--- src/rtl/std_sram_arb_pkg.sv ---
// std_sram_arb_pkg: shared port ids and response-pipeline entry type for the two-port SRAM arbiter
package std_sram_arb_pkg;
    localparam logic PORT0 = 1'b0;
    localparam logic PORT1 = 1'b1;
    typedef struct packed {
        logic valid;
        logic port_id;
    } rsp_entry_t;
endpackage

--- src/rtl/std_sram_rsp_tracker.sv ---
// std_sram_rsp_tracker: latency-matched {valid, port_id} shift pipeline with synchronous active-low clear
module std_sram_rsp_tracker
    import std_sram_arb_pkg::*;
#(
    parameter int DEPTH = 2
) (
    input  logic       clk,
    input  logic       regrstn,
    input  rsp_entry_t push,
    output rsp_entry_t last
);
    rsp_entry_t [DEPTH-1:0] pipe;
    always_ff @(posedge clk) begin
        pipe[0] <= regrstn ? push : '0;
        for (int i = 1; i < DEPTH; i++) pipe[i] <= regrstn ? pipe[i-1] : '0;
    end
    assign last = pipe[DEPTH-1];
endmodule

--- src/rtl/std_sram_singleport_arb2.sv ---
// std_sram_singleport_arb2: round-robin arbiter sharing one registered-output single-port SRAM between two clients
module std_sram_singleport_arb2
    import std_sram_arb_pkg::*;
#(
    parameter int ADDR_WIDTH   = 8,
    parameter int DATA_WIDTH   = 32,
    parameter int READ_LATENCY = 2
) (
    input  logic                  clk,
    input  logic                  regrstn,
    input  logic                  p0_req_valid,
    output logic                  p0_req_ready,
    input  logic                  p0_req_we,
    input  logic [ADDR_WIDTH-1:0] p0_req_addr,
    input  logic [DATA_WIDTH-1:0] p0_req_wdata,
    output logic                  p0_rsp_valid,
    output logic [DATA_WIDTH-1:0] p0_rsp_rdata,
    input  logic                  p1_req_valid,
    output logic                  p1_req_ready,
    input  logic                  p1_req_we,
    input  logic [ADDR_WIDTH-1:0] p1_req_addr,
    input  logic [DATA_WIDTH-1:0] p1_req_wdata,
    output logic                  p1_rsp_valid,
    output logic [DATA_WIDTH-1:0] p1_rsp_rdata,
    output logic                  sram_en,
    output logic                  sram_we,
    output logic [ADDR_WIDTH-1:0] sram_addr,
    output logic [DATA_WIDTH-1:0] sram_din,
    input  logic [DATA_WIDTH-1:0] sram_dout
);
    logic       v0, v1, g0, g1, prio;
    rsp_entry_t push, last;
    always_comb begin
        v0 = p0_req_valid & regrstn;
        v1 = p1_req_valid & regrstn;
        g1 = v1 & (!v0 | prio == PORT1);
        g0 = v0 & !g1;
        p0_req_ready = g0;
        p1_req_ready = g1;
        sram_en = v0 | v1;
        sram_we = g0 ? p0_req_we : g1 ? p1_req_we : 1'b0;
        sram_addr = g0 ? p0_req_addr : g1 ? p1_req_addr : '0;
        sram_din = g0 ? p0_req_wdata : g1 ? p1_req_wdata : '0;
        push.valid = (g0 | g1) & !sram_we;
        push.port_id = g1 ? PORT1 : PORT0;
        p0_rsp_valid = regrstn & last.valid & last.port_id == PORT0;
        p1_rsp_valid = regrstn & last.valid & last.port_id == PORT1;
        p0_rsp_rdata = sram_dout;
        p1_rsp_rdata = sram_dout;
    end
    always_ff @(posedge clk)
        prio <= !regrstn ? PORT0 : g0 ? PORT1 : g1 ? PORT0 : prio;
    std_sram_rsp_tracker #(.DEPTH(READ_LATENCY)) u_trk (
        .clk(clk),
        .regrstn(regrstn),
        .push(push),
        .last(last)
    );
endmodule
--- config.mk ---
export PLATFORM = sky130hd
export DESIGN_NAME = std_sram_singleport_arb2
export DESIGN_NICKNAME = d
export VERILOG_FILES = /design/src/rtl/std_sram_arb_pkg.sv /design/src/rtl/std_sram_rsp_tracker.sv /design/src/rtl/std_sram_singleport_arb2.sv
export SDC_FILE = /design/constraint.sdc
export NUM_CORES = 1
export LEC_CHECK = 0
export BUFFER_PORTS_ARGS = -buffer_cell sky130_fd_sc_hd__buf_2
export CAP_MARGIN = 10
export CORE_AREA = 2 2 89 91
export DETAILED_ROUTE_END_ITERATION = 12
export DIE_AREA = 0 0 91 93
export GPL_TIMING_DRIVEN = 0
export HOLD_SLACK_MARGIN = 0.02
export PLACE_DENSITY = 0.68
export SLEW_MARGIN = 20
export SYNTH_ARGS = -nofsm -noshare
export SYNTH_HDL_FRONTEND = slang
export SYNTH_SLANG_ARGS = --single-unit
--- constraint.sdc ---
create_clock -name clk -period 1.7 [get_ports clk]
set_input_delay 0.255 -clock clk [delete_from_list [all_inputs] [get_ports clk]]
set_output_delay 0.255 -clock clk [all_outputs]
set_load 0.1 [all_outputs]
* Yosys cells after proc, flatten, opt, wreduce, memory -nomap -nowiden
Index checks and enable logic that the tools add are counted.
** Operators by class
- Mux-type cells :: 9
- Bitwise gates (word level) :: 12
- Reductions and logical operators :: 4
** Operator list (count)
- $mux W32 :: 2
- $mux W8 :: 2
- $and A1 B1 Y1 :: 8
- $mux W1 :: 5
- $logic_not A1 Y1 :: 3
- $or A1 B1 Y1 :: 3
- $reduce_bool A2 Y1 :: 1
- $not A1 Y1 :: 1
** Word-level totals
- Flip-flop bits (word level) :: 5
- Input port bits :: 118
- Output and inout bits :: 110
- Logic and storage cells :: 30

* Depth between registers and ports, before layout
- Word-level depth :: 9
- Mapped depth :: 5
- Gate-level depth less buffers :: 3

* Hierarchy
From an unflattened synthesis, not the netlist that was laid out.
** Unflattened totals
- Cells, all modules :: 232
- Area, all modules :: 1427.6 sq um
** Modules (own cells, without submodules)
- std_sram_singleport_arb2 :: instances 1, cells an instance 222, area each 1307.5 sq um, sequential area each 20.0 sq um
- std_sram_rsp_tracker :: instances 1, cells an instance 10, area each 120.1 sq um, sequential area each 80.1 sq um

* Worst setup path before layout
OpenSTA, ideal clock, no wires.
- Path type :: input port to output port
- Start point :: input port regrstn
- End point :: output port sram_din[10]
- Arrival :: 2.155 ns
- Data required time :: 1.445 ns
- Setup slack :: -0.710 ns
- Stages :: 5
- Buffers on the path :: 3
- Path through :: buf_4 > buf_6 > buf_6 > nand2_1 > o22ai_1
** Between the ends
- Cells in the longest elaborated chain, start to end :: 7
- Elaborated cells on any way between the ends :: 9
- Those cells by class :: mux (2); bitwise (5); reduce/logical (2)
** Ends and longest elaborated chain
- from (decl) :: RTL line std_sram_singleport_arb2.sv:10 : input logic regrstn,
- $and A1 B1 Y1 :: RTL line std_sram_singleport_arb2.sv:34 : v0 = p0_req_valid & regrstn;
- $logic_not A1 Y1 :: RTL line std_sram_singleport_arb2.sv:36 : g1 = v1 & (!v0 | prio == PORT1);
- $or A1 B1 Y1 :: RTL line std_sram_singleport_arb2.sv:36
- $and A1 B1 Y1 :: RTL line std_sram_singleport_arb2.sv:36
- $logic_not A1 Y1 :: RTL line std_sram_singleport_arb2.sv:37 : g0 = v0 & !g1;
- $and A1 B1 Y1 :: RTL line std_sram_singleport_arb2.sv:37
- $mux W32 * :: RTL line std_sram_singleport_arb2.sv:43 : sram_din = g0 ? p0_req_wdata : g1 ? p1_req_wdata : '0;
- to (decl) :: RTL line std_sram_singleport_arb2.sv:28 : output logic [DATA_WIDTH-1:0] sram_din,
Mark *: on every way between the ends. The rest lies on a longest branch, timed or not.

* Worst setup path after layout
- Start point :: register prio
- End point :: output port sram_din[21]
** Between the ends
- Cells in the longest elaborated chain, start to end :: 5
- Elaborated cells on any way between the ends :: 6
- Those cells by class :: mux (2); bitwise (3); reduce/logical (1)
** Ends and longest elaborated chain
- from (decl) :: RTL line std_sram_singleport_arb2.sv:31 : logic v0, v1, g0, g1, prio;
- from (signal assigned) :: RTL line std_sram_singleport_arb2.sv:52 : prio <= !regrstn ? PORT0 : g0 ? PORT1 : g1 ? PORT0 : prio;
- $or A1 B1 Y1 * :: RTL line std_sram_singleport_arb2.sv:36
- $and A1 B1 Y1 * :: RTL line std_sram_singleport_arb2.sv:36
- $logic_not A1 Y1 :: RTL line std_sram_singleport_arb2.sv:37
- $and A1 B1 Y1 :: RTL line std_sram_singleport_arb2.sv:37
- $mux W32 * :: RTL line std_sram_singleport_arb2.sv:43
Marked as above.

==> results.sh <==
export IMPL_crit_buf_inv=2
export IMPL_multi_input_area_um2=1237
export IMPL_synthAdderAreaFrac=0
export IMPL_yosys_area_top_type_share=0.3362
export IMPL_worstSetupStartpointType="flip-flop"
export IMPL_cts_root_buf="clkbuf_8"
export IMPL_ys_types=18
export IMPL_fin_util=0.5033
export IMPL_grt_max_degree=11
export IMPL_viasPerCell=4.272
export IMPL_routed_wl_mm=7.156
export IMPL_ir_worst_vdd_mv=0.4200
export IMPL_die_y_um=93
export IMPL_io_buffer_count=194
export IMPL_maxCapViolCount=0
export IMPL_antenna_found_initial=0
export IMPL_area_growth_synth_to_final_pct=161.0
export IMPL_synthArstFlopShare=0
export IMPL_synth_compound_area_frac=0.2086
export IMPL_regArea_um2=101.3
export IMPL_clk_pin_slew_ns=0.04
export IMPL_core_um2=7527
export IMPL_power_leakage_nw=1.802
export IMPL_die_area_um2=8463
export IMPL_detail_route_wl_per_cell_um=13.43
export IMPL_n_antenna_cell=0
export IMPL_reg2reg_from="prio$_SDFFE_PN0P_"
export IMPL_grt_usage=0.1421
export IMPL_crit_required_ns=1.44
export IMPL_slew_headroom=0.6615
export IMPL_htreeDepth=1
export IMPL_cts_tree="built"
export IMPL_ios=228
export IMPL_crit_fanout=10
export IMPL_first_iter_violations=28
export IMPL_synth_xor_area_frac=0
export IMPL_critPathTopFamily="buffers and inverters"
export IMPL_worst_setup_path_end_kind="output pin"
export IMPL_vias=2277
export IMPL_critPathKind="reg2out"
export IMPL_grt_pass1_vias=2059
export IMPL_ys_warnings_count=0
export IMPL_grt_first_pass_wirelength_mm=9.708
export IMPL_crit_arrival_ns=1.44
export IMPL_drc=0
export IMPL_numClockSinks=5
export IMPL_status="complete, no violations"
export IMPL_layout_nets=550
export IMPL_fillers=718
export IMPL_overflow=0
export IMPL_syn_nets=347
export IMPL_drtAntennaViolNets=0
export IMPL_crit_slowest_cell="dfxtp_2"
export IMPL_place_hpwl_mm=5.243
export IMPL_synthFlopType="dfxtp_1"
export IMPL_seq_area_frac_synth=0.06897
export IMPL_netlist_area_um2=1451
export IMPL_clk_latency_ns=0.22
export IMPL_synth_mux_area_frac=0
export IMPL_post_synth_top_count_cell="nand2_1"
export IMPL_netlist_top_cells_count="nand2_1 (84), buf_4 (65), o22ai_1 (37)"
export IMPL_p_per_area_nw_per_um2=664.5
export IMPL_max_freq_mhz=591.3
export IMPL_finalClockSkew_ns=0.001399
export IMPL_gp_congestion=0.7325
export IMPL_drive_gt1_frac=0.7703
export IMPL_fp_dieW_um=91
export IMPL_initial_core_util=0.1928
export IMPL_rsz0062_at_grt="true"
export IMPL_rows=32
export IMPL_cp_common_cell="buf_12"
export IMPL_netlist_instances=229
export IMPL_synthSimpleGateAreaFrac=0.2733
export IMPL_cts_buffer_depth=2
export IMPL_finalHoldViolCount=0
export IMPL_synth_top_family_by_area="buffers and inverters"
export IMPL_setup_viol=0
export IMPL_min_period_over_period=0.9948
export IMPL_startpoint="prio$_SDFFE_PN0P_"
export IMPL_synth_edf_count=0
export IMPL_cp_slowest_stage_delay_ns=0.34
export IMPL_maxSlewViolCount=0
export IMPL_synth_top_area_cell="buf_4"
export IMPL_tightest_slew_ns=0.5112
export IMPL_hp_class="in2reg"
export IMPL_ys_seq_elements=5
export IMPL_numCtsBuffers=3
export IMPL_hp_start="p0_req_we"
export IMPL_min_period_ns=1.691
export IMPL_dr_pass1_iters=4
export IMPL_hold_ws_ns=0.2678
export IMPL_path_cells="nand2b_4 -> nand2_8 -> buf_12 -> o22ai_4 -> buf_12"
export IMPL_syn_area_per_cell_um2=6.338
export IMPL_synth_area_top_cells="buf_4 (34%), nand2_1 (22%), o22ai_1 (16%), buf_6 (9.3%), dfxtp_1 (6.9%)"
## what timing repair did
item,in CTS,in global routing
endpoints found under the setup margin,43,40
buffers inserted,0,2
pin swaps,0,13
endpoints found under the hold margin,0,0
hold buffers,0,0
gates resized for setup,149,27
cloned,0,2
## cells by family after synthesis
| group | Yosys count |
|---|---|
| and+or+nand+nor | 98 |
| buffers and inverters | 83 |
| AOI/OAI and AO/OA | 43 |
| DFF | 5 |
## worst register-to-register path, cell delays in order (launching register included)
cell and delay, ns:
dfxtp_2 0.32, nand2b_4 0.18, nand2_8 0.13, buf_12 0.18, buf_4 0.13, o32ai_2 0.06
## final timing paths
check | to | slack (ns) | depth (start not counted)
setup / recovery | sram_din[21] | 0.009 | 5
hold / removal | u_trk.pipe[1]$_SDFF_PN0_ | 0.27 | 2
setup reg to reg | u_trk.pipe[1]$_SDFF_PN0_ | 0.58 | 5
hold reg to reg | u_trk.last[1]$_SDFF_PN0_ | 0.43 | 1
## state kept, by name, summed over array words and instances, names as in the netlist
name	count
prio	1
u_trk.pipe	2
u_trk.last	2
## layout make-up
type / instances / area share
Buffer: 82 / 0.1803
Clock buffer: 3 / 0.01090
Clock inverter: 1 / 0.001321
Inverter: 1 / 0.0009908
Multi-Input combinational cell: 142 / 0.3266
Sequential cell: 5 / 0.02675
Tap cell: 102 / 0.03369
Timing Repair Buffer: 197 / 0.4194
## layout by cell type, fill, tap and decap left out, types with 3 or more instances in the layout
cell type	instances
o22ai_4	36
buf_6	10
nand2_1	84
buf_12	41
clkbuf_8	3
o22ai_1	3
buf_2	156
buf_4	71
nor2_4	3
dfxtp_1	4
## per-stage QoR
| stage | total power, mW | area [um^2] | std cells | TNS [ns] | setup slack, ns |
|---|---|---|---|---|---|
| 6_report | 2.517 | 3789 | 533 | 0 | 0.008901 |
| 5_1_grt | 2.598 | 3789 | 533 | -0.3238 | -0.03398 |
| 4_1_cts | 2.441 | 3587 | 529 | -0.1335 | -0.02093 |
| 3_5_place_dp | 2.002 | 2998 | 525 | -0.02315 | -0.01000 |
| 3_3_place_gp | 1.985 | 2998 | 525 | 0 | 0.008856 |
| 2_1_floorplan | 1.728 | 1899 | 229 | -3.192 | -0.6757 |
## layer usage
metal,track usage,vias to the layer above,part of all wire
li1,-,1106,-
met1,0.1505,1040,0.35
met3,0.02256,2,0.077
met2,0.2988,129,0.57
met5,0,-,0
met4,0.01515,0,0.0015
## where the power goes
group | leakage (nW) | switching [mW] | internal [mW] | total (mW)
clock | 0.0255 | 0.0669 | 0.158 | 0.225
sequential | 0.0415 | 0.00330 | 0.125 | 0.128
combinational | 1.74 | 1.52 | 0.649 | 2.16
total | 1.80 | 1.59 | 0.932 | 2.52
Power figures use the tool's default switching activity.
